<file path="config.mk">
export PLATFORM = sky130hd
export DESIGN_NAME = branch_predictor
export DESIGN_NICKNAME = d
export VERILOG_FILES = /design/src/rtl/branch_predictor.sv
export SDC_FILE = /design/constraint.sdc
export NUM_CORES = 2
export LEC_CHECK = 0
export ABC_AREA = 1
export CORE_MARGIN = 2
export CORE_UTILIZATION = 65
export CTS_BUF_LIST = sky130_fd_sc_hd__clkbuf_2
export CTS_CLUSTER_DIAMETER = 80
export DETAILED_ROUTE_END_ITERATION = 7
export PLACE_DENSITY = 0.86
export SYNTH_ARGS = -nofsm -noshare
export SYNTH_HDL_FRONTEND = slang
export SYNTH_SLANG_ARGS = --single-unit
export TNS_END_PERCENT = 20
</file>
<file path="constraint.sdc">
create_clock -name clk -period 9.1 [get_ports clk]
set_clock_uncertainty 0.2 [all_clocks]
set_input_delay 1.82 -clock clk [delete_from_list [all_inputs] [get_ports clk]]
set_output_delay 1.82 -clock clk [all_outputs]
set_load 0.005 [all_outputs]
</file>
<file path="src/rtl/branch_predictor.sv">
// Direct-mapped branch target buffer with per-entry saturating direction counters.
// Combinational lookup for IF, single-port training from the resolving stage, saturating perf counters.
module branch_predictor #(
  parameter int ENTRIES   = 16,
  parameter int TAG_BITS  = 8,
  parameter int CTR_BITS  = 2,
  parameter int PERF_BITS = 32
) (
  input  logic                 clk,
  input  logic                 rst,
  input  logic [31:0]          lookup_pc,
  input  logic                 lookup_en,
  output logic                 pred_hit,
  output logic                 pred_taken,
  output logic [31:0]          pred_next_pc,
  input  logic                 upd_valid,
  input  logic [31:0]          upd_pc,
  input  logic                 upd_taken,
  input  logic [31:0]          upd_target,
  input  logic                 upd_is_jump,
  input  logic                 upd_pred_taken,
  input  logic [31:0]          upd_pred_target,
  output logic                 mispredict,
  input  logic                 invalidate,
  output logic [PERF_BITS-1:0] perf_lookups,
  output logic [PERF_BITS-1:0] perf_mispredicts
);

  localparam int IDX = $clog2(ENTRIES);

  localparam logic [CTR_BITS-1:0]  CTR_ZERO  = {CTR_BITS{1'b0}};
  localparam logic [CTR_BITS-1:0]  CTR_ONE   = CTR_BITS'(1);
  localparam logic [CTR_BITS-1:0]  CTR_MAX   = {CTR_BITS{1'b1}};
  localparam logic [CTR_BITS-1:0]  CTR_WT    = CTR_ONE << (CTR_BITS - 1);
  localparam logic [CTR_BITS-1:0]  CTR_WNT   = CTR_WT - CTR_ONE;
  localparam logic [PERF_BITS-1:0] PERF_ZERO = {PERF_BITS{1'b0}};
  localparam logic [PERF_BITS-1:0] PERF_ONE  = PERF_BITS'(1);
  localparam logic [PERF_BITS-1:0] PERF_MAX  = {PERF_BITS{1'b1}};

  function automatic logic [CTR_BITS-1:0] ctr_inc(input logic [CTR_BITS-1:0] c);
    ctr_inc = (c == CTR_MAX) ? c : c + CTR_ONE;
  endfunction

  function automatic logic [CTR_BITS-1:0] ctr_dec(input logic [CTR_BITS-1:0] c);
    ctr_dec = (c == CTR_ZERO) ? c : c - CTR_ONE;
  endfunction

  function automatic logic [PERF_BITS-1:0] perf_inc(input logic [PERF_BITS-1:0] c);
    perf_inc = (c == PERF_MAX) ? c : c + PERF_ONE;
  endfunction

  logic                valid_r  [ENTRIES];
  logic [TAG_BITS-1:0] tag_r    [ENTRIES];
  logic [31:0]         target_r [ENTRIES];
  logic [CTR_BITS-1:0] ctr_r    [ENTRIES];

  logic [PERF_BITS-1:0] perf_lookups_r;
  logic [PERF_BITS-1:0] perf_mispredicts_r;

  logic [IDX-1:0]      lk_idx_s;
  logic [TAG_BITS-1:0] lk_tag_s;
  logic                lk_hit_s;
  logic                lk_taken_s;

  logic [IDX-1:0]      up_idx_s;
  logic [TAG_BITS-1:0] up_tag_s;
  logic                up_hit_s;
  logic                up_wr_s;
  logic [CTR_BITS-1:0] up_ctr_s;
  logic [31:0]         up_tgt_s;
  logic                mispredict_s;
  logic                unused_s;

  // Only the index and tag fields of the update PC address the table.
  assign unused_s = ^upd_pc;

  // Fetch-side lookup: pure function of lookup_pc and current table contents.
  always_comb begin
    lk_idx_s   = lookup_pc[IDX+1:2];
    lk_tag_s   = lookup_pc[IDX+TAG_BITS+1:IDX+2];
    lk_hit_s   = valid_r[lk_idx_s] && (tag_r[lk_idx_s] == lk_tag_s);
    lk_taken_s = lk_hit_s && ctr_r[lk_idx_s][CTR_BITS-1];
    if (lk_taken_s) begin
      pred_next_pc = target_r[lk_idx_s];
    end else begin
      pred_next_pc = lookup_pc + 32'd4;
    end
  end

  assign pred_hit   = lk_hit_s;
  assign pred_taken = lk_taken_s;

  // Resolve-side mispredict detection and next entry contents for this update.
  always_comb begin
    up_idx_s     = upd_pc[IDX+1:2];
    up_tag_s     = upd_pc[IDX+TAG_BITS+1:IDX+2];
    up_hit_s     = valid_r[up_idx_s] && (tag_r[up_idx_s] == up_tag_s);
    up_wr_s      = 1'b0;
    up_ctr_s     = ctr_r[up_idx_s];
    up_tgt_s     = target_r[up_idx_s];
    mispredict_s = 1'b0;
    if (upd_valid) begin
      mispredict_s = (upd_taken != upd_pred_taken) ||
                     (upd_taken && (upd_target != upd_pred_target));
      if (upd_is_jump) begin
        // Jumps are always taken: hit or miss, the entry ends up strongly taken.
        up_wr_s  = 1'b1;
        up_ctr_s = CTR_MAX;
        up_tgt_s = upd_target;
      end else if (up_hit_s) begin
        up_wr_s = 1'b1;
        if (upd_taken) begin
          up_ctr_s = ctr_inc(ctr_r[up_idx_s]);
          up_tgt_s = upd_target;
        end else begin
          up_ctr_s = ctr_dec(ctr_r[up_idx_s]);
        end
      end else if (upd_taken) begin
        up_wr_s  = 1'b1;
        up_ctr_s = CTR_WT;
        up_tgt_s = upd_target;
      end else begin
        up_wr_s = 1'b0;
      end
    end else begin
      mispredict_s = 1'b0;
    end
  end

  assign mispredict = mispredict_s;

  // Table storage: invalidate beats a same-cycle update; reset drops any in-flight write.
  always_ff @(posedge clk or negedge rst) begin
    if (!rst) begin
      for (int i = 0; i < ENTRIES; i++) begin
        valid_r[i]  <= 1'b0;
        tag_r[i]    <= {TAG_BITS{1'b0}};
        target_r[i] <= 32'h0000_0000;
        ctr_r[i]    <= CTR_WNT;
      end
    end else if (invalidate) begin
      for (int i = 0; i < ENTRIES; i++) begin
        valid_r[i] <= 1'b0;
      end
    end else if (up_wr_s) begin
      valid_r[up_idx_s]  <= 1'b1;
      tag_r[up_idx_s]    <= up_tag_s;
      target_r[up_idx_s] <= up_tgt_s;
      ctr_r[up_idx_s]    <= up_ctr_s;
    end else begin
      valid_r[up_idx_s] <= valid_r[up_idx_s];
    end
  end

  // Saturating performance counters.
  always_ff @(posedge clk or negedge rst) begin
    if (!rst) begin
      perf_lookups_r     <= PERF_ZERO;
      perf_mispredicts_r <= PERF_ZERO;
    end else begin
      if (lookup_en) begin
        perf_lookups_r <= perf_inc(perf_lookups_r);
      end else begin
        perf_lookups_r <= perf_lookups_r;
      end
      if (mispredict_s) begin
        perf_mispredicts_r <= perf_inc(perf_mispredicts_r);
      end else begin
        perf_mispredicts_r <= perf_mispredicts_r;
      end
    end
  end

  assign perf_lookups     = perf_lookups_r;
  assign perf_mispredicts = perf_mispredicts_r;

endmodule

</file>
## Word level (Yosys, flattened, before mapping)

Cells that the tools add are included.
Widths: inputs -> output; s select.

| operators by class | value |
|---|---|
| equality and inequality tests | 7 |
| shift-type cells | 0 |
| $lt $le $gt $ge | 3 |
| bitwise logic cells | 6 |
| multiplexer cells | 54 |
| div/mod/pow operators | 0 |
| add/sub/neg operators | 5 |
| reduce and logical (&&, ||, !) cells | 10 |
| multipliers | 0 |

Operators with widths:

| operator | number |
|---|---|
| $bwmux 512 | 1 |
| $mux 32 | 9 |
| $bmux 32 s4 | 2 |
| $bwmux 128 | 1 |
| $demux 32 s4 | 1 |
| $add 32x1->32 const B | 2 |
| $bmux 8 s4 | 2 |
| $eq 32x32->1 const B | 2 |
| $mux 8 | 5 |
| $add 32x3->32 const B | 1 |
| $bwmux 32 | 1 |
| $demux 8 s4 | 1 |
| $mux 16 | 2 |
| $ne 32x32->1 | 1 |
| $mux 2 | 12 |
| $bmux 2 s4 | 2 |
| $bwmux 16 | 1 |
| $eq 8x8->1 | 2 |
| $or 16x16->16 | 1 |
| $ge 5x5->1 const B | 2 |
| $mux 1 | 10 |
| $not 4->5 | 2 |
| $bmux 1 s4 | 2 |
| $demux 2 s4 | 1 |
| other kinds (11) | 19 |

| storage, ports and cells | value |
|---|---|
| bits in registers | 752 |
| memories | 0 |
| bits in latches | 0 |
| output and inout bits | 99 |
| memory bits (writable) | 0 |
| bits in read-only memories | 0 |

## Longest topological paths before layout

| logic depth | value |
|---|---|
| depth in word-level cells | 11 |
| depth in mapped cells | 22 |
| gate-level depth less buffers | 17 |

## Least setup slack after synthesis

Ideal clock, no wire load.

| path | value |
|---|---|
| path type | input-to-output |
| start | in lookup_pc[2] |
| end | out pred_next_pc[27] |
| data required time | 7.080 ns |
| buffers on the path | 5 |
| setup slack | 3.256 ns |
| arrival | 3.824 ns |
| stages | 15 |
| path through | buf_2 -> inv_2 -> buf_2 -> buf_2 -> nand2_1 -> o211ai_1 -> nand3_1 -> nand3_1 -> nand3_1 -> xnor2_1 -> nor3b_1 -> nand3_1 -> buf_2 -> clkbuf_1 -> o21ai_0 |

| between the ends | value |
|---|---|
| word-level cells in the longest chain between the ends | 8 |

Ends and longest elaborated chain:

| element | RTL line | source |
|---|---|---|
| start, declared | 11 | `input logic [31:0] lookup_pc,` |
| $not 4->5 (implied by the code) | 81, 82, 84 |  |
| $bmux 8 s4 | 81 | `lk_hit_s = valid_r[lk_idx_s] && (tag_r[lk_idx_s] == lk_tag_s);` |
| $mux 8 (implied by the code) (2 in series) | 81 |  |
| $eq 8x8->1 | 81 |  |
| $logic_and 1x1->1 | 81 |  |
| $logic_and 1x1->1 | 82 | `lk_taken_s = lk_hit_s && ctr_r[lk_idx_s][CTR_BITS-1];` |
| $mux 32 * | 83 | `if (lk_taken_s) begin` |
| end, declared | 15 | `output logic [31:0] pred_next_pc,` |

Every way passes the cells marked *; elsewhere a longest branch is shown, timed or not. The select of a mux whose other input is x is not followed.

## Worst setup path in the final report

| path | value |
|---|---|
| start | in lookup_pc[5] |
| end | out pred_next_pc[26] |

Same word-level chain as after synthesis.

==> results.py <==
metrics = {
    "critical_path": {
        "worst_path_max_delay_cell": "clkdlybuf4s50_1",
        "worstPathArrival_ps": 6030,
        "startpoint_type": "input pin",
        "crit_fanout": 22,
        "r2r_start": "tag_r[18]$_DFFE_PN0P_",
        "critPathRequiredTime_ps": 7080,
        "crit_type": "in -> out",
        "crit_path_end_kind": "primary output",
        "crit_path_start": "lookup_pc[5]",
        "critPathMaxStageDelay_ps": 710,
        "worst_path_most_repeated_cell": "nand2_1",
        "crit_chain": "clkdlybuf4s50_1, nand2_1, inv_2, nand4_1, nor3_1, nand3b_1, nor2_1, nand3_1, nor2_1, nand3_1, xnor2_1, nand2_1, nand2_1, clkdlybuf4s50_1",
    },
    "route": {
        "wl_per_cell_um": 22.2,
        "routed_wl_um": 144000,
        "ant_nets": 0,
        "dr.pass1.iters": 7,
        "vias_per_cell": 6.51,
        "via_count": 42100,
        "drt_iter0_markers": 7071,
        "drc_errors": 0,
    },
    "cells_and_area": {
        "area_growth_syn_to_layout_pct": 9.47,
        "fin_area_mm2": 0.0451,
        "drive_gt1_share_pct": 8.14,
        "postLayoutCoreUtil_pct": 71.7,
        "nets": 5616,
    },
    "global_route": {
        "first_global_vias": 39300,
        "grt_pass1_wl_um": 221000,
        "antenna_found_initial": 8,
        "grt_max_degree": 182,
        "overflow": 0,
        "groute.usage.overall_pct": 43.2,
    },
    "power_and_ir_drop": {
        "intPower_uw": 5410,
        "p_comb_share_pct": 20.4,
        "finalPower_uw": 8320,
        "irDropWorstVdd_mv": 0.158,
        "p_leak_uw": 0.0202,
        "p_sw_share_pct": 35.0,
        "powerDensity_mw_per_mm2": 185,
        "power.switching_uw": 2910,
        "p_seq_share_pct": 51.1,
        "clock_power_share_pct": 28.5,
    },
    "sta": {
        "fin_setup_tns_ps": 0,
        "rsz0062_at_grt": "no",
        "slew_headroom_pct": 14.4,
        "hold-worst-slack_ps": 144,
        "max_freq_mhz": 124,
        "drv_slew": 0,
        "finalCritPeriodShare_pct": 88.5,
        "post-route-min-period_ps": 8050,
        "tightestPinTransition_ps": 1280,
        "hold_violations": 0,
        "setup_viol": 0,
    },
    "cts": {
        "cts_resized": 0,
        "post_cts_buffers": 0,
        "cts.sinks": 752,
        "cts_tree": "built",
        "root_buffer": "clkbuf_2",
        "insertion_delay_ps": 1450,
        "cts_hold_buf": 0,
        "htreeDepth": 4,
        "clkTransAtPathRegs_ps": 100,
        "numCtsBuffers": 190,
        "cts_max_path_buffers": 3,
    },
    "run_status": {
        "run_status": "finished, final reports clean",
    },
    "placement": {
        "placed_area_mm2": 0.0433,
        "dp_hpwl_um": 83600,
        "port_buffers": 214,
        "place_congestion": 0.970,
    },
    "flow_run": {
        "cap_violations": 0,
    },
    "logic_synthesis": {
        "ys_warn_count": 0,
        "syn_avg_cell_area_um2": 7.60,
        "synth.distinct_cells": 52,
        "synth_cells": 5417,
        "seq_area_frac_synth_pct": 45.7,
        "synth_seq_cells": 752,
        "synthesis.nets": 5556,
        "synth_area_mm2": 0.0412,
    },
    "floorplanning": {
        "die_area_mm2": 0.0654,
        "core_area_mm2": 0.0629,
        "die_y_um": 256,
        "ios": 235,
        "initial_core_util_pct": 65.5,
        "die_w_um": 256,
        "placementRows": 92,
    },
    "worst_hold_path": {
        "hp-class": "in -> async",
    },
}
## flip-flops by register name (all words and copies together) (netlist names)
name,count
valid_r,16
target_r,512
perf_mispredicts,32
perf_lookups,32
ctr_r,32
tag_r,128
## cells in the final DEF, fill, tap and decap left out, drive strengths merged, types with 3 or more instances in the layout
cell,synthesis,final
a32o,11,11
nand3,135,135
o22ai,93,93
a21oi,170,170
o21ai,1110,1110
ha,3,3
nor3b,3,3
clkdlybuf4s50,0,209
a221oi,10,10
nor3,66,66
o221ai,47,47
inv,167,176
clkbuf,264,277
or3,6,6
a211oi,3,3
diode,0,8
nand2,1476,1476
nor2,452,452
a21boi,19,19
bufinv,0,4
dfrtp,736,736
a31o,3,3
buf,176,99
nor4,13,13
xor2,69,69
xnor2,34,34
clkinv,2,43
nand4,32,32
o32ai,3,3
dfstp,16,16
a22oi,262,262
o211ai,26,26
## cell type report
| cell class | count | area (µm²) |
|---|---|---|
| multi-input combinational | 4056 | 19900 |
| fill | 5064 | 17800 |
| clock inverter | 55 | 337 |
| tap | 846 | 1060 |
| sequential | 752 | 18800 |
| clock buffer | 277 | 1390 |
| timing repair buffer | 308 | 2940 |
| inverter | 169 | 652 |
| antenna | 8 | 20.0 |
## per-stage QoR
step	setup slack [ps]	instances
after floorplan	3260	5417
after global placement	1200	6131
after detailed placement	1170	6131
after CTS	1150	6463
after global routing	886	6469
final	1050	6471
## cells in the mapped netlist (all sizes together)
cell / n / share of area [%]
nor2: 452 / 4.1
or3: 6 / 0.091
dfstp: 16 / 1.0
nand2: 1476 / 13
buf: 176 / 2.5
nand3b: 1 / 0.018
o211ai: 26 / 0.47
nor3: 66 / 0.84
nor4: 13 / 0.20
o22ai: 93 / 1.4
dfrtp: 736 / 45
and2: 1 / 0.015
a221oi: 10 / 0.21
nor4b: 1 / 0.021
o21bai: 1 / 0.018
o32ai: 3 / 0.064
a21boi: 19 / 0.35
clkbuf: 264 / 2.4
nor3b: 3 / 0.055
nor2b: 1 / 0.015
or2: 2 / 0.030
inv: 167 / 1.5
clkinv: 2 / 0.018
nand4: 32 / 0.49
o211a: 2 / 0.049
a211oi: 3 / 0.067
xor2: 69 / 1.5
o21ai: 1110 / 13
nand3: 135 / 1.8
xnor2: 34 / 0.72
o21a: 1 / 0.018
ha: 3 / 0.091
a21oi: 170 / 2.1
a31o: 3 / 0.064
a22oi: 262 / 4.8
o221ai: 47 / 1.0
a32o: 11 / 0.27
## final timing paths
path                                                   to  slack (ps)  depth (start not counted)
worst max-delay path                     pred_next_pc[26]        1050                         14
worst min-delay path                tag_r[41]$_DFFE_PN0P_         140                          1
worst max register to register  target_r[207]$_DFFE_PN0P_        4800                         17
worst min register to register      ctr_r[10]$_DFFE_PN1P_         280                          2
max in group asynchronous        target_r[24]$_DFFE_PN0P_        7020                          2
min in group clk                    ctr_r[10]$_DFFE_PN1P_         280                          2
## kinds of logic (layout without fill, tap and decap cells)
logic type	count (synthesis)	in the layout	synth area share [%]
and+or+nand+nor	2189	2189	21.2
other	0	8	0
adders and majority gates	3	3	0.0911
AOI/OAI and AO/OA	1761	1761	24.3
DFF	752	752	45.7
xor gates and xnor gates	103	103	2.19
buffers and inverters	609	809	6.48
## power by group through the flow
stage	Combinational (µW)	Clock [µW]	Sequential, µW
after global placement	1590	0	4270
after floorplan	1090	0	4190
after global routing	1880	2580	4300
final	1700	2370	4250
after detailed placement	1650	0	4290
after CTS	1660	2370	4230
## per-layer routing
| layer | up-vias | part of all wire (%) | GRT usage (%) |
|---|---|---|---|
| li1 | 18700 | - | - |
| met1 | 19500 | 36 | 55.2 |
| met2 | 3183 | 43 | 64.5 |
| met3 | 740 | 14 | 12.6 |
| met4 | 8 | 6.9 | 28.2 |
| met5 | - | 0.044 | 0 |
## critical path: cells and delay by family
family / cells / cell delay, ps
xor+xnor: 1 / 240
simple gates: 10 / 2070
buf+inv: 3 / 1890
(Power assumes the default switching activity.)
